`src/rtl/random_number_generator.sv`:
```
`timescale 1ns/1ps
// random_number_generator
//   Galois LFSR that steps every clock, with an external seed XOR-mixed into
//   the low bits each cycle. Used by the game FSM to choose the next mole.
//   Optional build macro RNG_WHITEN_EN: random_num becomes the XOR-fold of
//   the whole state instead of its low OUT_WIDTH bits. The state update is
//   the same in both builds.
module random_number_generator #(
  parameter int unsigned               LFSR_WIDTH  = 16,
  parameter int unsigned               OUT_WIDTH   = 2,
  parameter logic [LFSR_WIDTH-1:0]     TAPS        = 16'hB400,
  parameter logic [LFSR_WIDTH-1:0]     RESET_STATE = 16'hACE1
) (
  input  logic                 clk,
  input  logic                 reset,
  input  logic [OUT_WIDTH-1:0] seed,
  output logic [OUT_WIDTH-1:0] random_num
);

  logic [LFSR_WIDTH-1:0] s;
  logic [LFSR_WIDTH-1:0] g;
  logic [LFSR_WIDTH-1:0] m;
  logic [LFSR_WIDTH-1:0] s_next;

  // Next state: Galois step, mix in seed, then recover if the result is zero.
  always_comb begin
    g      = '0;
    m      = '0;
    s_next = RESET_STATE;
    g = {1'b0, s[LFSR_WIDTH-1:1]} ^ (s[0] ? TAPS : '0);
    m = g ^ LFSR_WIDTH'(seed);
    if (m == '0) begin
      s_next = RESET_STATE;
    end else begin
      s_next = m;
    end
  end

  // State register: asynchronous reset to RESET_STATE, advances every edge.
  always_ff @(posedge clk or posedge reset) begin
    if (reset) begin
      s <= RESET_STATE;
    end else begin
      s <= s_next;
    end
  end

`ifdef RNG_WHITEN_EN
  localparam int unsigned NSLICE = (LFSR_WIDTH + OUT_WIDTH - 1) / OUT_WIDTH;
  localparam int unsigned PADW   = NSLICE * OUT_WIDTH;

  logic [PADW-1:0]      padded;
  logic [OUT_WIDTH-1:0] fold;

  assign padded = PADW'(s);

  // Output fold: XOR of every OUT_WIDTH-bit slice of the zero-padded state.
  always_comb begin
    fold = '0;
    for (int unsigned i = 0; i < NSLICE; i++) begin
      fold = fold ^ padded[i*OUT_WIDTH +: OUT_WIDTH];
    end
  end

  assign random_num = fold;
`else
  assign random_num = s[OUT_WIDTH-1:0];
`endif

endmodule

```
`config.mk`:
```
export PLATFORM = sky130hd
export DESIGN_NAME = random_number_generator
export DESIGN_NICKNAME = d
export VERILOG_FILES = /design/src/rtl/random_number_generator.sv
export SDC_FILE = /design/constraint.sdc
export NUM_CORES = 1
export LEC_CHECK = 0
export CELL_PAD_IN_SITES_DETAIL_PLACEMENT = 1
export CELL_PAD_IN_SITES_GLOBAL_PLACEMENT = 2
export CORE_UTILIZATION = 40
export DETAILED_ROUTE_END_ITERATION = 16
export PLACE_DENSITY = 0.85
export SYNTH_ARGS = -nofsm -noshare
export SYNTH_HDL_FRONTEND = slang
export SYNTH_SLANG_ARGS = --single-unit
```
`constraint.sdc`:
```
create_clock -name clk -period 1.78 [get_ports clk]
set_input_delay 0.178 -clock clk [delete_from_list [all_inputs] [get_ports clk]]
set_output_delay 0.178 -clock clk [all_outputs]
set_load 0.01 [all_outputs]
```
; ---- Word level (Yosys, flattened, before mapping)
; Index checks and enable logic that the tools add are counted.
[totals]
reg_bits = 16
in_bits = 4
output_inout_bits = 2
wordCells = 6
[classes]
n_mux = 2
n_bitwise = 2
reduce_logical = 1
[ops]
columns = operator, n
row1 = $mux 16, 2
row2 = $logic_not 16->1, 1
row3 = $xor 15x16->16, 1
row4 = $xor 16x2->16, 1

; ---- Logic depth before layout (Yosys ltp)
; Gate-level depths: netlist (run 1).
[logic_depth]
depth_word = 5
depth_mapped = 3
depth_no_buf = 3

; ---- Worst setup path before layout (run 1)
; No wires, ideal clock.
[synth_path]
kind = reg-to-reg
start = register s[12]
end = register s[11]
setup_time_ns = 0.074
arrival_time_ns = 0.973
required_time_ns = 1.706
setup_slack_ns = 0.733
path_stages_with_launch = 4
n_path_buf = 0
period_less_slack_ns = 1.047
path_cell_list = dfrtp_1 -> nor4_4 -> nand3_4 -> o21bai_1
[synth_via]
elab_chain_cells = 4
[synth_rtl]
columns = element, line_no
row1 = from (decl), 20  ; logic [LFSR_WIDTH-1:0] s;
row2 = from (signal assigned), 44  ; s <= s_next;
row3 = $xor 15x16->16 (*), 30  ; g = {1'b0, s[LFSR_WIDTH-1:1]} ^ (s[0] ? TAPS : '0);
row4 = $xor 16x2->16 (*), 31  ; m = g ^ LFSR_WIDTH'(seed);
row5 = $logic_not 16->1, 32  ; if (m == '0) begin
row6 = $mux 16 (*), 32
row7 = named net s_next[11], 23  ; logic [LFSR_WIDTH-1:0] s_next;
; The timed path passes the listed nets; every way through them passes the cells marked *.

; ---- Final worst setup path (run 1)
[layout_path]
start = register s[0]
end = output port random_num[0]
[layout_lines]
columns = element, line_no
row1 = to (decl), 17  ; output logic [OUT_WIDTH-1:0] random_num
; No word-level cell between the ends.

==> results of run 1 <==
-- worst max-delay path by stage --
stage / start / to / slack, ns / depth (start not counted)
2_1_floorplan: s[12] / s[11] / 0.73 / 3
3_3_place_gp: s[0] / random_num[0] / 0.45 / 1
3_5_place_dp: seed[1] / s[11] / 0.40 / 4
4_1_cts: s[0] / random_num[0] / 0.12 / 1
5_1_grt: s[0] / random_num[0] / 0.08 / 1
6_report: s[0] / random_num[0] / 0.14 / 1
-- cells by family (layout without fill, tap and decap cells) --
family                 after synthesis  in the layout  share of synthesized area [%]
flip-flops                          16             16                           63.2
buffers and inverters               10             11                           6.94
AO/OA/AOI/OAI                        8              8                           8.09
AND/OR/NAND/NOR                      7              7                           13.9
XOR/XNOR                             5              5                           7.90
-- power by group --
group          switching (W)  total (W)  internal (W)
registers           0.000185   0.000811      0.000626
logic               0.000147   0.000335      0.000188
clock network       0.000108   0.000233      0.000125
-- synth_stat cells, drive strengths merged --
cell	n
o21bai	5
xnor2	4
nand2	1
o21ai	3
nor4	3
dfrtp	8
buf	2
nand3	2
dfstp	8
inv	2
clkbuf	6
nor2	1
xor2	1
-- layer usage --
layer  vias up  global-route usage [%]  share of wire (%)
met5         -                       0                  0
met4         0                    7.50                2.2
met3         4                    8.19                5.8
met2         7                    21.8                 50
met1       175                    17.7                 42
li1        148                       -                  -
-- area by class of cell --
class / instances / area share, %
multi-input cells: 20 / 27.0
well taps: 16 / 2.79
inverters: 2 / 1.05
repair buffers: 5 / 6.97
flip-flops and latches: 16 / 57.1
clock buffers: 4 / 5.05
-- stage by stage --
| stage | setup slack (ns) | util (%) | total power [W] | hold WS (ns) | cell area [µm²] |
|---|---|---|---|---|---|
| detailed placement | 0.401 | 45.3 | 0.00116 | 0.389 | 682 |
| global placement | 0.453 | 45.3 | 0.00113 | 0.387 | 682 |
| floorplan | 0.733 | - | 0.00109 | 0.0860 | 649 |
| global route | 0.0791 | 47.7 | 0.00148 | 0.294 | 718 |
| CTS | 0.123 | 47.7 | 0.00140 | 0.260 | 718 |
| finish | 0.145 | 47.7 | 0.00138 | 0.249 | 718 |
-- cells in the final DEF (no fill, tap or decap) --
cell type        instances
dfstp_2                  8
o21bai_1                 5
nor4_4                   2
o21ai_1                  3
inv_1                    2
xnor2_2                  1
nor2_1                   1
xnor2_1                  3
clkdlybuf4s50_1          5
nand2_1                  1
dfrtp_1                  8
nand3_4                  1
nand3_2                  1
nor4_2                   1
xor2_1                   1
clkbuf_8                 1
clkbuf_4                 3
==> key figures, run 1 <==
Power and ir drop
  – LEAKAGE: 0.266 nW
  – VDD IR max: 0.847 mV
  – Cell area power density: 1920 nW/µm²

Die
  – Total I/O pin count: 6
  – Site Rows: 14
  – Die area: 1790 µm²
  – Initial core utilization: 43.1%
  – Die Wd: 42.3 µm
  – Core Area: 1510 µm²
  – Die Ht: 42.3 µm

CTS
  – Clk_lat worst skew: 0.29 ns
  – Post-CTS Setup Bufs: 0
  – CTS Buf Count: 3
  – CTS tree: done
  – CTS HTree Levels: 1
  – Cts hold-fix bufs: 0
  – CTS Root Cell: clkbuf_4
  – Clock transition at path regs: 0.09 ns
  – Clock buffer depth: 2
  – Post_cts resized: 0
  – CTS Sinks: 16

Placed design
  – Final HPWL DP: 711 µm
  – Placer congestion estimate: 0.693
  – PortBufs: 5
  – Inst Count DP: 59

Finish
  – Largest register FFs: 16
  – Biggest register: s
  – Reg area: 410 µm²
  – Multi-input gate area: 194 µm²
  – Net count, final: 52
  – Biggest regs: s x16
  – Area growth from synthesis to layout: 10.6%
  – Layout cell share with drive strength beyond 1: 38.3%
  – Fin cells: 63
  – # fillers: 161
  – Ant diodes: 0

Global routing
  – GRT Total Usage: 14.9%
  – Vias in the first global route: 371
  – Pin count of the biggest net entering global routing: 17
  – Global-route wire length before repair: 1810 µm
  – Antenna violations before repair: 0
  – Global route overflow: 0

Logic synthesis
  – Yosys reg bits: 16
  – Synth top area cells: dfstp_2 32%, dfrtp_1 31%, nor4_4 6.6%, o21bai_1 5.8%, xnor2_1 4.0%
  – Netlist cell types: 16
  – Yosys top cell area share: 32.4%
  – Register area share after synthesis: 63.2%
  – Syn avg cell area: 14.1 µm²
  – Synth Net Count: 50
  – Yosys warnings: 0
  – Gate Count Post-Synth: 46
  – Post-synth top area cell: dfstp_2
  – Synthesized area: 649 µm²

Setup path
  – Crit end category: output port
  – Slowest CP cell: dfstp_2
  – Reg-to-Reg End: s[11]
  – Worst r2r src: s[12]
  – Reg2Reg Setup Slack: 0.57 ns
  – Max stage delay on crit path: 0.62 ns
  – Worst setup path class: reg2out
  – Critical Path Source Type: register
  – Worst R2R Path Depth: 3
  – Critical path arrival: 1.46 ns
  – Crit Path Max Fanout: 6
  – Critical Path, Cell by Cell: clkdlybuf4s50_1
  – Delay-heaviest family, CP: flip-flops
  – CP Buf/Inv Count: 1
  – WP data required: 1.60 ns

STA
  – Final setup skew: 0.00578 ns
  – Slew Viols, Final: 0
  – Slew HR: 61.2%
  – Hold Violations, Final: 0
  – Min Tclk post-route: 1.64 ns
  – RSZ-0062 raised after global routing: false
  – Worst slew pin tran: 0.581 ns
  – Setup TNS: 0 ns
  – Final period utilization: 91.9%
  – Max frequency: 0.612 GHz
  – Setup violations, final: 0

Routing
  – Routed Antenna Nets: 0
  – 1st-pass router iterations: 4
  – Wire per inst: 15.4 µm
  – Via count: 334
  – DRC viols: 0
  – Overall routed net length: 968 µm
  – Drt via density: 5.30
  – DRT iter0 DRCs: 2

Hold path
  – Worst min path class: in2async

Outcome
  – Status: complete, no violations

Job
  – Max Cap Viol: 0
(Power assumes the default switching activity.)
==> run 2, diff against run 1 <==
MAX_ROUTING_LAYER = met4   (was unset)
==> run 2 against run 1 <==
Against the previous run:
- via count shrank 1.5%
- final cell count stayed put
- highest routed layer unchanged
- setup slack improved by 0.0013 ns
- design area stayed put
- power is essentially flat
==> key figures, run 2 (same netlist as run 1, synthesis figures left out) <==
Placed design
  – Final HPWL DP: 711 µm
  – Placer congestion estimate: 0.701
  – Placed cell areas: 682 µm²
  – PortBufs: 5
  – Inst Count DP: 59

Routing
  – Via count: 329
  – Routed Antenna Nets: 0
  – DRC viols: 0
  – 1st-pass router iterations: 2
  – Wire per inst: 15.4 µm
  – Drt via density: 5.22
  – DRT iter0 DRCs: 2
  – Overall routed net length: 973 µm

STA
  – Final setup skew: 0.00527 ns
  – Setup violations, final: 0
  – Min Tclk post-route: 1.63 ns
  – Slew HR: 61.5%
  – RSZ-0062 raised after global routing: false
  – Worst slew pin tran: 0.577 ns
  – Max frequency: 0.612 GHz
  – Slew Viols, Final: 0
  – Hold Violations, Final: 0
  – Setup TNS: 0 ns
  – Final period utilization: 91.8%

Die
  – Die area: 1790 µm²
  – Die Wd: 42.3 µm
  – Total I/O pin count: 6
  – Core Area: 1510 µm²
  – Die Ht: 42.3 µm
  – Site Rows: 14
  – Initial core utilization: 43.1%

Setup path
  – Critical Path, Cell by Cell: clkdlybuf4s50_1
  – CP Buf/Inv Count: 1
  – Critical Path Source Type: register
  – Slowest CP cell: dfstp_2
  – Delay-heaviest family, CP: flip-flops
  – Critical path arrival: 1.46 ns
  – Crit Path Max Fanout: 6
  – Worst setup path class: reg2out
  – Max stage delay on crit path: 0.62 ns
  – WP data required: 1.60 ns
  – Crit end category: output port

CTS
  – Clock buffer depth: 2
  – Post_cts resized: 0
  – CTS tree: done
  – CTS Sinks: 16
  – Clk_lat worst skew: 0.29 ns
  – Post-CTS Setup Bufs: 0
  – CTS Root Cell: clkbuf_4
  – CTS HTree Levels: 1
  – Cts hold-fix bufs: 0
  – CTS Buf Count: 3
  – Clock transition at path regs: 0.09 ns

Job
  – Max Cap Viol: 0

Finish
  – Largest register FFs: 16
  – Fin cells: 63
  – Layout cell share with drive strength beyond 1: 38.3%
  – Net count, final: 52
  – Area growth from synthesis to layout: 10.6%
  – Biggest register: s
  – Fin area: 718 µm²
  – Biggest regs: s x16
  – # fillers: 161
  – Ant diodes: 0
  – Commonest non-fill, non-tap cells in the layout: 8 x dfstp_2, 8 x dfrtp_1, 5 x o21bai_1, 5 x clkdlybuf4s50_1

Global routing
  – Vias in the first global route: 370
  – GRT Total Usage: 15.4%
  – Global-route wire length before repair: 1830 µm
  – Antenna violations before repair: 0
  – Pin count of the biggest net entering global routing: 17
  – Global route overflow: 0

Power and ir drop
  – Cell area power density: 1920 nW/µm²
  – VDD IR max: 0.847 mV
  – LEAKAGE: 0.266 nW

Hold path
  – Worst min path class: in2async

Outcome
  – Status: complete, no violations
run 2: cell counts in the layout (fill, tap and decap cells not counted):
No cell type changed its count.
run 2: layout make-up:
type	instances	area [µm²]	share of cell area [%]
Inverter	2	7.51	1.05
Tap cell	16	20.0	2.79
Timing Repair Buffer	5	50.0	6.97
Multi-Input combinational cell	20	194	27.0
Sequential cell	16	410	57.1
Clock buffer	4	36.3	5.05
run 2: layer usage:
layer  vias to the layer above  track usage [%]  share of wire [%]
li1                        148                -                  -
met1                       170             17.7                 42
met2                         7             21.8                 50
met3                         4             8.19                5.8
met4                         0             7.50                2.2
met5                         -                -                  0
run 2: worst paths after layout:
| path | startpoint | cells after the start | slack [ns] | end |
|---|---|---|---|---|
| setup / recovery | s[0] | 1 | 0.15 | random_num[0] |
| hold / removal | reset | 2 | 0.25 | s[2] |
| min in group clk | s[3] | 0 | 0.40 | s[2] |
| hold reg to reg | s[3] | 0 | 0.40 | s[2] |
| max in group asynchronous | reset | 2 | 1.15 | s[7] |
| setup reg to reg | s[12] | 3 | 0.58 | s[11] |
run 2: through the flow:
| step | setup slack [ns] | utilization, % | total power, W | hold WS, ns |
|---|---|---|---|---|
| floorplan | 0.733 | - | 0.00109 | 0.0860 |
| global placement | 0.453 | 45.3 | 0.00113 | 0.387 |
| detailed placement | 0.401 | 45.3 | 0.00116 | 0.389 |
| CTS | 0.123 | 47.7 | 0.00140 | 0.260 |
| global route | 0.0791 | 47.7 | 0.00148 | 0.294 |
| finish | 0.146 | 47.7 | 0.00138 | 0.249 |
run 2: report_power, final:
part | total [W] | internal, W | leakage (nW) | switching (W)
clock network | 0.000232 | 0.000125 | 0.0210 | 0.000108
logic | 0.000336 | 0.000188 | 0.0674 | 0.000148
registers | 0.000810 | 0.000626 | 0.177 | 0.000185
total | 0.00138 | 0.000938 | 0.266 | 0.000440
==> run 3, diff against run 2 <==
HOLD_SLACK_MARGIN = 0.05   (was unset)
==> results of run 3 <==
Same layout as run 2: the final DEF is identical, and so are final timing and power.
